`src/rtl/mux_seq_pkg.sv`:
```
`default_nettype none
// ============================================================================
// Module   : mux_seq_pkg
// Brief    : Shared types and helpers for the multiplexer sequencer: state
//            encodings and the sequence-table entry width.
//            Optional feature macro: MUX_SEQ_DWELL_EN (per-entry dwell storage).
// Revision : 1.0 - initial release
// ============================================================================
package mux_seq_pkg;

    // Sequencer states, explicitly 2 bits wide.
    typedef enum logic [1:0] {
        ST_IDLE  = 2'd0,
        ST_RUN   = 2'd1,
        ST_DRAIN = 2'd2
    } state_t;

`ifdef MUX_SEQ_DWELL_EN
    localparam bit c_DWELL_EN = 1'b1;
`else
    localparam bit c_DWELL_EN = 1'b0;
`endif

    // Bits stored per table entry: the select, plus the dwell count when the
    // dwell feature is built in.
    function automatic int entry_width(input int sel_w, input int dwell_w);
        return sel_w + (c_DWELL_EN ? dwell_w : 0);
    endfunction

endpackage
`default_nettype wire

```
`src/rtl/mux_seq_table.sv`:
```
`default_nettype none
// ============================================================================
// Module   : mux_seq_table
// Brief    : Sequence table. Synchronous write, asynchronous read on two
//            independent ports (dwell of the current entry, select of the
//            entry about to become current).
//            Optional feature macro: MUX_SEQ_DWELL_EN (stores dwell bits).
// Revision : 1.0 - initial release
// ============================================================================
module mux_seq_table
    import mux_seq_pkg::*;
#(
    parameter int SEL_W   = 3,
    parameter int DWELL_W = 8,
    parameter int DEPTH   = 8,
    parameter int IDX_W   = 3
) (
    input  logic               clk,
    input  logic               rst,
    input  logic               i_we,
    input  logic [IDX_W-1:0]   i_waddr,
    input  logic [SEL_W-1:0]   i_wsel,
    input  logic [DWELL_W-1:0] i_wdwell,
    input  logic [IDX_W-1:0]   i_dwell_addr,
    input  logic [IDX_W-1:0]   i_sel_addr,
    output logic [DWELL_W-1:0] o_dwell,
    output logic [SEL_W-1:0]   o_sel
);

    localparam int c_ENTRY_W = entry_width(SEL_W, DWELL_W);

    logic [c_ENTRY_W-1:0] r_mem [DEPTH];
    logic [c_ENTRY_W-1:0] w_wdata;

`ifdef MUX_SEQ_DWELL_EN
    assign w_wdata = {i_wdwell, i_wsel};
    assign o_dwell = r_mem[i_dwell_addr][SEL_W +: DWELL_W];
`else
    // No dwell storage: every entry behaves as dwell 0.
    logic w_unused_dwell;
    assign w_wdata        = i_wsel;
    assign o_dwell        = '0;
    assign w_unused_dwell = ^{i_wdwell, i_dwell_addr};
`endif

    assign o_sel = r_mem[i_sel_addr][SEL_W-1:0];

    // Table storage: cleared on reset, one entry written per accepted write.
    always_ff @(posedge clk) begin
        for (int i = 0; i < DEPTH; i++) begin
            if (rst) begin
                r_mem[i] <= '0;
            end else if (i_we && (i_waddr == IDX_W'(i))) begin
                r_mem[i] <= w_wdata;
            end
        end
    end

endmodule
`default_nettype wire

```
`src/rtl/mux_sequencer.sv`:
```
`default_nettype none
// ============================================================================
// Module   : mux_sequencer
// Brief    : Steps an analog/digital multiplexer through a programmable table
//            of channels, staying on each entry for a programmable number of
//            accepted strobes, and tags each accepted sample with its channel
//            and a first-of-pass flag.
//            Optional feature macro: MUX_SEQ_DWELL_EN (per-entry dwell).
// Revision : 1.0 - initial release
// ============================================================================
module mux_sequencer
    import mux_seq_pkg::*;
#(
    parameter int num_channels = 5,
    parameter int select_width = 3,
    parameter int seq_depth    = 8,
    parameter int dwell_width  = 8
) (
    input  logic                         clock,
    input  logic                         reset,
    input  logic                         enable,
    input  logic                         start,
    input  logic                         stop,
    input  logic                         strobe_in,
    input  logic                         cfg_we,
    input  logic [$clog2(seq_depth)-1:0] cfg_addr,
    input  logic [select_width-1:0]      cfg_sel,
    input  logic [dwell_width-1:0]       cfg_dwell,
    input  logic [$clog2(seq_depth)-1:0] seq_last,
    output logic [select_width-1:0]      select,
    output logic                         mux_enable,
    output logic                         strobe_out,
    output logic [select_width-1:0]      chan_out,
    output logic                         first_out,
    output logic                         busy,
    output logic                         cfg_err
);

    localparam int                  c_IDX_W  = $clog2(seq_depth);
    localparam logic [select_width:0] c_NUM_CH = (select_width + 1)'(num_channels);

    state_t                   r_state, w_state_nxt;
    logic [c_IDX_W-1:0]       r_index, w_index_nxt;
    logic [c_IDX_W-1:0]       r_seq_last, w_seq_last_nxt;
    logic [dwell_width-1:0]   r_dwell_cnt, w_dwell_nxt;
    logic [select_width-1:0]  r_select, w_select_nxt;
    logic                     r_strobe_out, w_strobe_nxt;
    logic [select_width-1:0]  r_chan_out, w_chan_nxt;
    logic                     r_first_out, w_first_nxt;
    logic                     r_cfg_err, w_cfg_err_nxt;

    logic                     w_sel_legal;
    logic                     w_cfg_ok;
    logic                     w_start;
    logic                     w_accept;
    logic                     w_advance;
    logic                     w_wrap;
    logic [c_IDX_W-1:0]       w_sel_addr;
    logic [dwell_width-1:0]   w_tbl_dwell;
    logic [select_width-1:0]  w_tbl_sel;

    // Configuration writes land only while idle and only for real channels.
    assign w_sel_legal   = ({1'b0, cfg_sel} < c_NUM_CH);
    assign w_cfg_ok      = enable & cfg_we & (r_state == ST_IDLE) & w_sel_legal;
    assign w_cfg_err_nxt = enable & cfg_we & ~((r_state == ST_IDLE) & w_sel_legal);

    // Stop beats start when both arrive together in IDLE.
    assign w_start   = enable & start & ~stop & (r_state == ST_IDLE);
    assign w_accept  = enable & strobe_in & (r_state != ST_IDLE);
    assign w_advance = w_accept & (r_dwell_cnt == w_tbl_dwell);
    assign w_wrap    = (r_index == r_seq_last);

    // The table select port looks at the entry that becomes current next:
    // entry 0 on start or wrap, else the following entry.
    assign w_sel_addr = (w_start || w_wrap) ? '0 : (r_index + 1'b1);

    mux_seq_table #(
        .SEL_W   (select_width),
        .DWELL_W (dwell_width),
        .DEPTH   (seq_depth),
        .IDX_W   (c_IDX_W)
    ) u_table (
        .clk          (clock),
        .rst          (reset),
        .i_we         (w_cfg_ok),
        .i_waddr      (cfg_addr),
        .i_wsel       (cfg_sel),
        .i_wdwell     (cfg_dwell),
        .i_dwell_addr (r_index),
        .i_sel_addr   (w_sel_addr),
        .o_dwell      (w_tbl_dwell),
        .o_sel        (w_tbl_sel)
    );

    // Next-state and datapath decisions; everything holds unless changed.
    always_comb begin
        w_state_nxt    = r_state;
        w_index_nxt    = r_index;
        w_seq_last_nxt = r_seq_last;
        w_dwell_nxt    = r_dwell_cnt;
        w_select_nxt   = r_select;
        w_strobe_nxt   = 1'b0;
        w_chan_nxt     = r_chan_out;
        w_first_nxt    = r_first_out;

        if (enable) begin
            case (r_state)
                ST_IDLE: begin
                    if (w_start) begin
                        w_state_nxt    = ST_RUN;
                        w_index_nxt    = '0;
                        w_dwell_nxt    = '0;
                        w_seq_last_nxt = seq_last;
                        w_select_nxt   = w_tbl_sel;
                    end
                end
                ST_RUN, ST_DRAIN: begin
                    if ((r_state == ST_RUN) && stop) begin
                        w_state_nxt = ST_DRAIN;
                    end
                    if (w_accept) begin
                        w_strobe_nxt = 1'b1;
                        w_chan_nxt   = r_select;
                        w_first_nxt  = (r_index == '0) && (r_dwell_cnt == '0);
                        if (w_advance) begin
                            w_dwell_nxt  = '0;
                            w_index_nxt  = w_sel_addr;
                            w_select_nxt = w_tbl_sel;
                            // A draining pass ends on the wrap back to entry 0.
                            if (w_wrap && (r_state == ST_DRAIN)) begin
                                w_state_nxt = ST_IDLE;
                            end
                        end else begin
                            w_dwell_nxt = r_dwell_cnt + 1'b1;
                        end
                    end
                end
                default: begin
                    w_state_nxt = ST_IDLE;
                end
            endcase
        end
    end

    // State and datapath registers; reset aborts any pass in progress.
    always_ff @(posedge clock) begin
        if (reset) begin
            r_state      <= ST_IDLE;
            r_index      <= '0;
            r_seq_last   <= '0;
            r_dwell_cnt  <= '0;
            r_select     <= '0;
            r_strobe_out <= 1'b0;
            r_chan_out   <= '0;
            r_first_out  <= 1'b0;
            r_cfg_err    <= 1'b0;
        end else begin
            r_state      <= w_state_nxt;
            r_index      <= w_index_nxt;
            r_seq_last   <= w_seq_last_nxt;
            r_dwell_cnt  <= w_dwell_nxt;
            r_select     <= w_select_nxt;
            r_strobe_out <= w_strobe_nxt;
            r_chan_out   <= w_chan_nxt;
            r_first_out  <= w_first_nxt;
            r_cfg_err    <= w_cfg_err_nxt;
        end
    end

    assign select     = r_select;
    assign busy       = (r_state != ST_IDLE);
    assign mux_enable = busy & enable;
    assign strobe_out = r_strobe_out;
    assign chan_out   = r_chan_out;
    assign first_out  = r_first_out;
    assign cfg_err    = r_cfg_err;

endmodule
`default_nettype wire

```
`config.mk`:
```
export PLATFORM = sky130hd
export DESIGN_NAME = mux_sequencer
export DESIGN_NICKNAME = d
export VERILOG_FILES = /design/src/rtl/mux_seq_pkg.sv /design/src/rtl/mux_seq_table.sv /design/src/rtl/mux_sequencer.sv
export SDC_FILE = /design/constraint.sdc
export NUM_CORES = 1
export LEC_CHECK = 0
export CAP_MARGIN = 5
export CORE_MARGIN = 4
export CORE_UTILIZATION = 60
export CTS_BUF_LIST = sky130_fd_sc_hd__clkbuf_8
export CTS_CLUSTER_DIAMETER = 80
export CTS_CLUSTER_SIZE = 14
export DETAILED_ROUTE_END_ITERATION = 8
export HOLD_SLACK_MARGIN = 0.1
export PLACE_DENSITY = 0.93
export REMOVE_ABC_BUFFERS = 1
export SLEW_MARGIN = 20
export SYNTH_ARGS = -nofsm -noshare
export SYNTH_HDL_FRONTEND = slang
export SYNTH_SLANG_ARGS = --single-unit
```
`constraint.sdc`:
```
create_clock -name clock -period 5.95 [get_ports clock]
set_input_delay 1.19 -clock clock [delete_from_list [all_inputs] [get_ports clock]]
set_output_delay 1.19 -clock clock [all_outputs]
set_load 0.02 [all_outputs]
```
==> results of run 1 <==
cells in the mapped netlist, drive strengths merged (2+ instances only):
cell and n:
nor2 52, or3 2, inv 10, nor2b 2
edfxtp 24, a21oi 4, nand4b 2, xor2 7
o21ai 8, a31oi 3, o31a 2, buf 5
dfxtp 25, mux2i 10, a311oi 3, nand3b 4
nand4 4, nand3 7, a32o 4, nor3 6
clkbuf 5, ha 8, xnor2 3, a2111oi 2
and2 3, mux2 2, o21bai 9, nand2 21
power by group through the flow:
| stage | clock network (uW) | registers, uW | logic (uW) |
|---|---|---|---|
| floorplan | 0 | 374 | 30.6 |
| global placement | 0 | 374 | 56.5 |
| detailed placement | 0 | 374 | 58.2 |
| CTS | 239 | 366 | 58.5 |
| global route | 249 | 367 | 65.0 |
| finish | 234 | 366 | 58.8 |
flip-flops by register name, indices dropped and copies added (netlist names):
register and flops:
cfg_err 1, chan_out 3, first_out 1, r_dwell_cnt 8, r_index 3, r_seq_last 3
r_state 2, select 3, strobe_out 1, u_table.r_mem 24
per-stage QoR:
step / instance area (sq um) / utilization / hold slack (ns) / instances
floorplan: 2420 / - / 0.456 / 242
global placement: 2740 / 0.685 / 0.440 / 318
detailed placement: 2740 / 0.685 / 0.447 / 318
CTS: 2850 / 0.713 / 0.459 / 326
global route: 2850 / 0.713 / 0.506 / 326
finish: 2850 / 0.713 / 0.457 / 326
critical path, cell delays in order:
cell	delay (ns)
sky130_fd_sc_hd__clkdlybuf4s50_1	0.68
sky130_fd_sc_hd__nor2b_1	0.29
sky130_fd_sc_hd__clkdlybuf4s50_1	0.65
layer usage:
metal | global-route usage | up-vias
met4 | 0.0799 | 0
met5 | 0 | -
met2 | 0.331 | 68
met1 | 0.256 | 859
met3 | 0.0554 | 9
li1 | - | 948
final timing paths:
path / from / endpoint / slack [ns] / depth (start not counted)
setup / recovery: enable / mux_enable / 1.95 / 3
hold / removal: first_out / first_out / 0.46 / 2
setup reg to reg: r_index[0] / select[1] / 3.01 / 7
hold reg to reg: first_out / first_out / 0.46 / 2
kinds of logic after synthesis:
group                    share of synthesized area
XOR/XNOR                                    0.0351
flip-flops                                   0.489
adder cells (fa/ha/maj)                     0.0401
buffers and inverters                       0.0481
multiplexers                                0.0491
AND/OR/NAND/NOR                              0.213
AO/OA/AOI/OAI                                0.125
cell type report:
class,instances,area share
flip-flops and latches,49,0.428
multi-input cells,182,0.405
repair buffers,26,0.0913
clock buffers,5,0.0241
well taps,50,0.0219
clock inverters,3,0.0149
inverters,11,0.0145
==> run_summary.xml, run 1 <==
<?xml version="1.0" encoding="UTF-8"?>
<metrics>
  <group name="detailed_routing">
    <metric name="wire_per_inst" unit="um">15.1</metric>
    <metric name="vias_after_detailed_routing" unit="">1884</metric>
    <metric name="drtAntennaViolNets" unit="">0</metric>
    <metric name="detail_route.vias_per_cell" unit="">5.78</metric>
    <metric name="first_iter_violations" unit="">188</metric>
    <metric name="routedLengthMet1" unit="um">2220</metric>
    <metric name="dr_wl_met3" unit="um">321</metric>
    <metric name="postRouteWirelength" unit="um">4910</metric>
    <metric name="wl_met2" unit="um">2300</metric>
    <metric name="detail_route.first_pass.iterations" unit="">4</metric>
    <metric name="top_layer_used" unit="">met4</metric>
    <metric name="drc" unit="">0</metric>
  </group>
  <group name="worst_hold_path">
    <metric name="hold_path.class" unit="">flop to flop</metric>
  </group>
  <group name="layout">
    <metric name="diodes_inserted" unit="">0</metric>
    <metric name="layout-drive-gt1-share" unit="">0.0688</metric>
    <metric name="mostFrequentLayoutCell" unit="">sky130_fd_sc_hd__nor2_1</metric>
    <metric name="sequential_cell_area" unit="sq um">1220</metric>
    <metric name="area_delta_synth_final" unit="%">14.2</metric>
    <metric name="most_frequent_cells_in_the_layout" unit="">sky130_fd_sc_hd__nor2_1, sky130_fd_sc_hd__clkdlybuf4s50_1, sky130_fd_sc_hd__dfxtp_1</metric>
    <metric name="fillers" unit="">306</metric>
    <metric name="nets_finish" unit="">307</metric>
    <metric name="multiInputGateArea" unit="sq um">1150</metric>
  </group>
  <group name="logic_synthesis">
    <metric name="synth.avg_cell_area" unit="sq um">9.90</metric>
    <metric name="synth.yosys.seq_area_share" unit="">0.489</metric>
    <metric name="ys_warn_count" unit="">0</metric>
    <metric name="yosys.area.top_type" unit="">sky130_fd_sc_hd__edfxtp_1</metric>
    <metric name="post_synth_edffs" unit="">24</metric>
    <metric name="yosys.area.top_type_share" unit="">0.289</metric>
    <metric name="post_synth_main_area_contributors" unit="">sky130_fd_sc_hd__edfxtp_1, sky130_fd_sc_hd__dfxtp_1, sky130_fd_sc_hd__nor2_1, sky130_fd_sc_hd__ha_1, sky130_fd_sc_hd__mux2i_1</metric>
    <metric name="synth.ff_latch_count" unit="">49</metric>
    <metric name="synth_area" unit="sq um">2490</metric>
    <metric name="ys_async_sr_fraction" unit="">0</metric>
    <metric name="postSynthCellCount" unit="">252</metric>
    <metric name="synth_cell_type_count" unit="">50</metric>
    <metric name="main_flop_type_after_synthesis" unit="">sky130_fd_sc_hd__dfxtp_1</metric>
  </group>
  <group name="floorplanning">
    <metric name="start_util" unit="">0.624</metric>
    <metric name="dieArea" unit="sq um">5250</metric>
    <metric name="placement_rows" unit="">23</metric>
    <metric name="die-width" unit="um">72.5</metric>
    <metric name="die_height" unit="um">72.5</metric>
    <metric name="boundaryPins" unit="">35</metric>
    <metric name="core" unit="sq um">4000</metric>
  </group>
  <group name="clock_tree">
    <metric name="root_buffer" unit="">sky130_fd_sc_hd__clkbuf_8</metric>
    <metric name="cts_made_buffers" unit="">5</metric>
    <metric name="clock_tree.buffer_depth" unit="">2</metric>
    <metric name="resized_gates_after_cts" unit="">0</metric>
    <metric name="cts.clk_slew.worst_paths" unit="ns">0.08</metric>
    <metric name="cts_hold_repair.buffers" unit="">0</metric>
    <metric name="cts_post_setup_buffers_inserted" unit="">0</metric>
    <metric name="cts_htree_levels" unit="">2</metric>
    <metric name="clock_insertion_delay_worst_skew" unit="ns">0.31</metric>
    <metric name="tritoncts_clock_tree" unit="">yes</metric>
    <metric name="numClockSinks" unit="">49</metric>
  </group>
  <group name="power_and_ir_drop">
    <metric name="switching_share" unit="">0.225</metric>
    <metric name="total_power" unit="uW">659</metric>
    <metric name="power.share.sequential" unit="">0.555</metric>
    <metric name="power_switching" unit="uW">148</metric>
    <metric name="power_leakage" unit="uW">0.00106</metric>
    <metric name="pwr-share-comb" unit="">0.089</metric>
    <metric name="power_per_cell_area" unit="nW/um^2">231</metric>
    <metric name="internal_power" unit="uW">511</metric>
    <metric name="power.share.clock" unit="">0.355</metric>
    <metric name="ir_worst_vdd" unit="uV">144</metric>
  </group>
  <group name="timing">
    <metric name="grt_setup_unrepaired" unit="">false</metric>
    <metric name="finalCritPeriodShare" unit="">0.673</metric>
    <metric name="hold_viol" unit="">0</metric>
    <metric name="min_period" unit="ns">4.00</metric>
    <metric name="timing.fmax" unit="MHz">250</metric>
    <metric name="slew_headroom" unit="">0.352</metric>
    <metric name="setup_slack" unit="ns">1.95</metric>
    <metric name="accumulated_negative_setup_slack" unit="ns">0</metric>
    <metric name="report.final.slew_viol_count" unit="">0</metric>
    <metric name="setup_viol" unit="">0</metric>
    <metric name="clock_skew" unit="ns">0.00715</metric>
    <metric name="tightestPinTransition" unit="ns">0.969</metric>
  </group>
  <group name="place">
    <metric name="place_congestion" unit="">0.878</metric>
    <metric name="dpl_worst_slack" unit="ns">1.97</metric>
    <metric name="port-buffer-count" unit="">26</metric>
    <metric name="post_dp_hpwl" unit="um">3650</metric>
  </group>
  <group name="worst_setup_path">
    <metric name="crit_arrival" unit="ns">2.81</metric>
    <metric name="criticalPathCategory" unit="">input pin to output pin</metric>
    <metric name="worstSetupEndpointType" unit="">output pin</metric>
    <metric name="path_max_fanout" unit="">9</metric>
    <metric name="crit_path_start_kind" unit="">input pin</metric>
    <metric name="cp_data_required_time" unit="ns">4.76</metric>
  </group>
  <group name="global_routing">
    <metric name="grt_max_degree" unit="">27</metric>
    <metric name="first_pass_grt_wire_length" unit="um">8210</metric>
    <metric name="global_route.usage.total" unit="">0.203</metric>
    <metric name="grt_pass1_vias" unit="">1779</metric>
    <metric name="initial_antenna_violation_count" unit="">0</metric>
    <metric name="overflow" unit="">0</metric>
  </group>
  <group name="run_status">
    <metric name="outcome" unit="">finished, final reports clean</metric>
  </group>
  <group name="flow_run">
    <metric name="drv.max_cap_violation_count" unit="">0</metric>
  </group>
</metrics>
No activity file was read; power rests on OpenSTA's default activity.
==> inputs of run 2 (changes only) <==
--- a/config.mk
+++ b/config.mk
@@ -7,13 +7,13 @@
 export LEC_CHECK = 0
 export CAP_MARGIN = 5
 export CORE_MARGIN = 4
-export CORE_UTILIZATION = 60
+export CORE_UTILIZATION = 51
 export CTS_BUF_LIST = sky130_fd_sc_hd__clkbuf_8
 export CTS_CLUSTER_DIAMETER = 80
 export CTS_CLUSTER_SIZE = 14
 export DETAILED_ROUTE_END_ITERATION = 8
 export HOLD_SLACK_MARGIN = 0.1
-export PLACE_DENSITY = 0.93
+export PLACE_DENSITY = 0.84
 export REMOVE_ABC_BUFFERS = 1
 export SLEW_MARGIN = 20
 export SYNTH_ARGS = -nofsm -noshare
==> constraint.sdc (replaced) <==
create_clock -name clock -period 3.2 [get_ports clock]
set_input_delay 0.64 -clock clock [delete_from_list [all_inputs] [get_ports clock]]
set_output_delay 0.64 -clock clock [all_outputs]
set_load 0.02 [all_outputs]
==> run 2 against run 1 <==
Net effect:
- die area increased by 16%
- critical path type unchanged
- sequential power up 86%
- highest routed layer unchanged
- first-iteration DRC count is 4.8% lower
- register-to-register slack worse by 2.3 ns
==> run_summary.xml, run 2 (same netlist as run 1, synthesis figures left out) <==
<?xml version="1.0" encoding="UTF-8"?>
<metrics>
  <group name="run_status">
    <metric name="outcome" unit="">finished, final reports clean</metric>
  </group>
  <group name="worst_setup_path">
    <metric name="cp_data_required_time" unit="ns">2.56</metric>
    <metric name="crit_path_start_kind" unit="">input pin</metric>
    <metric name="path_max_fanout" unit="">3</metric>
    <metric name="worstSetupEndpointType" unit="">output pin</metric>
    <metric name="crit_arrival" unit="ns">2.04</metric>
    <metric name="criticalPathCategory" unit="">input pin to output pin</metric>
  </group>
  <group name="timing">
    <metric name="tightestPinTransition" unit="ns">0.654</metric>
    <metric name="slew_headroom" unit="">0.563</metric>
    <metric name="finalCritPeriodShare" unit="">0.838</metric>
    <metric name="grt_setup_unrepaired" unit="">false</metric>
    <metric name="setup_slack" unit="ns">0.519</metric>
    <metric name="accumulated_negative_setup_slack" unit="ns">0</metric>
    <metric name="min_period" unit="ns">2.68</metric>
    <metric name="report.final.slew_viol_count" unit="">0</metric>
    <metric name="hold_viol" unit="">0</metric>
    <metric name="timing.fmax" unit="MHz">373</metric>
    <metric name="clock_skew" unit="ns">0.00713</metric>
    <metric name="setup_viol" unit="">0</metric>
  </group>
  <group name="clock_tree">
    <metric name="clock_tree.buffer_depth" unit="">2</metric>
    <metric name="numClockSinks" unit="">49</metric>
    <metric name="tritoncts_clock_tree" unit="">yes</metric>
    <metric name="root_buffer" unit="">sky130_fd_sc_hd__clkbuf_8</metric>
    <metric name="cts_made_buffers" unit="">5</metric>
    <metric name="cts_post_setup_buffers_inserted" unit="">0</metric>
    <metric name="resized_gates_after_cts" unit="">0</metric>
    <metric name="cts.clk_slew.worst_paths" unit="ns">0.09</metric>
    <metric name="cts_htree_levels" unit="">2</metric>
    <metric name="cts_hold_repair.buffers" unit="">0</metric>
    <metric name="clock_insertion_delay_worst_skew" unit="ns">0.30</metric>
  </group>
  <group name="power_and_ir_drop">
    <metric name="power_per_cell_area" unit="nW/um^2">397</metric>
    <metric name="total_power" unit="uW">1140</metric>
    <metric name="power_leakage" unit="uW">0.00108</metric>
    <metric name="ir_worst_vdd" unit="uV">320</metric>
  </group>
  <group name="detailed_routing">
    <metric name="detail_route.first_pass.iterations" unit="">5</metric>
    <metric name="postRouteWirelength" unit="um">5060</metric>
    <metric name="detail_route.vias_per_cell" unit="">5.39</metric>
    <metric name="first_iter_violations" unit="">179</metric>
    <metric name="drc" unit="">0</metric>
    <metric name="drtAntennaViolNets" unit="">0</metric>
    <metric name="vias_after_detailed_routing" unit="">1874</metric>
    <metric name="wire_per_inst" unit="um">14.5</metric>
  </group>
  <group name="layout">
    <metric name="diodes_inserted" unit="">0</metric>
    <metric name="largest-register" unit="">u_table.r_mem</metric>
    <metric name="sequential_cell_area" unit="sq um">1220</metric>
    <metric name="most_frequent_cells_in_the_layout" unit="">sky130_fd_sc_hd__nor2_1, sky130_fd_sc_hd__clkdlybuf4s50_1, sky130_fd_sc_hd__dfxtp_1</metric>
    <metric name="mostFrequentLayoutCell" unit="">sky130_fd_sc_hd__nor2_1</metric>
    <metric name="layout-drive-gt1-share" unit="">0.0819</metric>
    <metric name="nets_finish" unit="">312</metric>
    <metric name="fillers" unit="">402</metric>
    <metric name="reg_top3" unit="">u_table.r_mem (24), r_dwell_cnt (8)</metric>
    <metric name="layout.core_utilization" unit="">0.610</metric>
    <metric name="largest_register_ff_count" unit="">24</metric>
    <metric name="multiInputGateArea" unit="sq um">1150</metric>
    <metric name="area_delta_synth_final" unit="%">15.5</metric>
  </group>
  <group name="flow_run">
    <metric name="drv.max_cap_violation_count" unit="">0</metric>
  </group>
  <group name="global_routing">
    <metric name="grt_max_degree" unit="">18</metric>
    <metric name="global_route.usage.total" unit="">0.183</metric>
    <metric name="first_pass_grt_wire_length" unit="um">8890</metric>
    <metric name="overflow" unit="">0</metric>
    <metric name="grt_pass1_vias" unit="">1852</metric>
    <metric name="initial_antenna_violation_count" unit="">0</metric>
  </group>
  <group name="floorplanning">
    <metric name="start_util" unit="">0.528</metric>
    <metric name="die_height" unit="um">77.9</metric>
    <metric name="dieArea" unit="sq um">6070</metric>
    <metric name="die-width" unit="um">77.9</metric>
    <metric name="placement_rows" unit="">25</metric>
    <metric name="core" unit="sq um">4720</metric>
    <metric name="boundaryPins" unit="">35</metric>
  </group>
  <group name="place">
    <metric name="port-buffer-count" unit="">26</metric>
    <metric name="place_congestion" unit="">0.883</metric>
    <metric name="dpl_worst_slack" unit="ns">0.348</metric>
    <metric name="post_dp_hpwl" unit="um">3880</metric>
  </group>
  <group name="worst_hold_path">
    <metric name="hold_path.class" unit="">flop to flop</metric>
  </group>
</metrics>
run 2: cell types whose count changed in the layout (fill, tap and decap cells not counted), sizes merged:
cell / before / now
buf: 0 / 5
inv: 11 / 12
bufinv: 1 / 0
run 2: path summary, 6_finish.rpt:
path / startpoint / to / slack [ns] / depth (start not counted)
hold reg to reg: first_out / first_out / 0.46 / 2
hold / removal: first_out / first_out / 0.46 / 2
setup reg to reg: r_state[0] / select[2] / 0.75 / 7
setup / recovery: enable / mux_enable / 0.52 / 3
run 2: layout make-up:
class,count,share of cell area
Inverter,11,0.0143
Tap cell,67,0.0291
Timing Repair Buffer,31,0.103
Multi-Input combinational cell,182,0.400
Sequential cell,49,0.424
Clock buffer,5,0.0239
Clock inverter,3,0.00564
run 2: stage by stage:
stage               instance area [sq um]  instances  hold WS (ns)
finish                               2880        348         0.464
detailed placement                   2800        340         0.453
global placement                     2800        340         0.444
floorplan                            2420        242         0.456
CTS                                  2880        348         0.465
global route                         2880        348         0.516
run 2: where the power goes:
part | internal [uW] | switching (uW) | total (uW)
sequential | 673 | 7.67 | 681
combinational | 47.3 | 64.4 | 112
clock | 150 | 200 | 350
run 2: critical path, stage by stage:
cell	delay (ns)
sky130_fd_sc_hd__clkdlybuf4s50_1	0.52
sky130_fd_sc_hd__nor2b_1	0.23
sky130_fd_sc_hd__clkdlybuf4s50_1	0.65
run 2: per-layer routing:
metal / global-route usage / vias up / wire length [um] / share of wire
met2: 0.288 / 60 / 2470 / 0.49
met5: 0 / - / 0 / 0
met4: 0.0629 / 0 / 77 / 0.015
met3: 0.0464 / 8 / 318 / 0.063
li1: - / 955 / - / -
met1: 0.245 / 851 / 2200 / 0.43
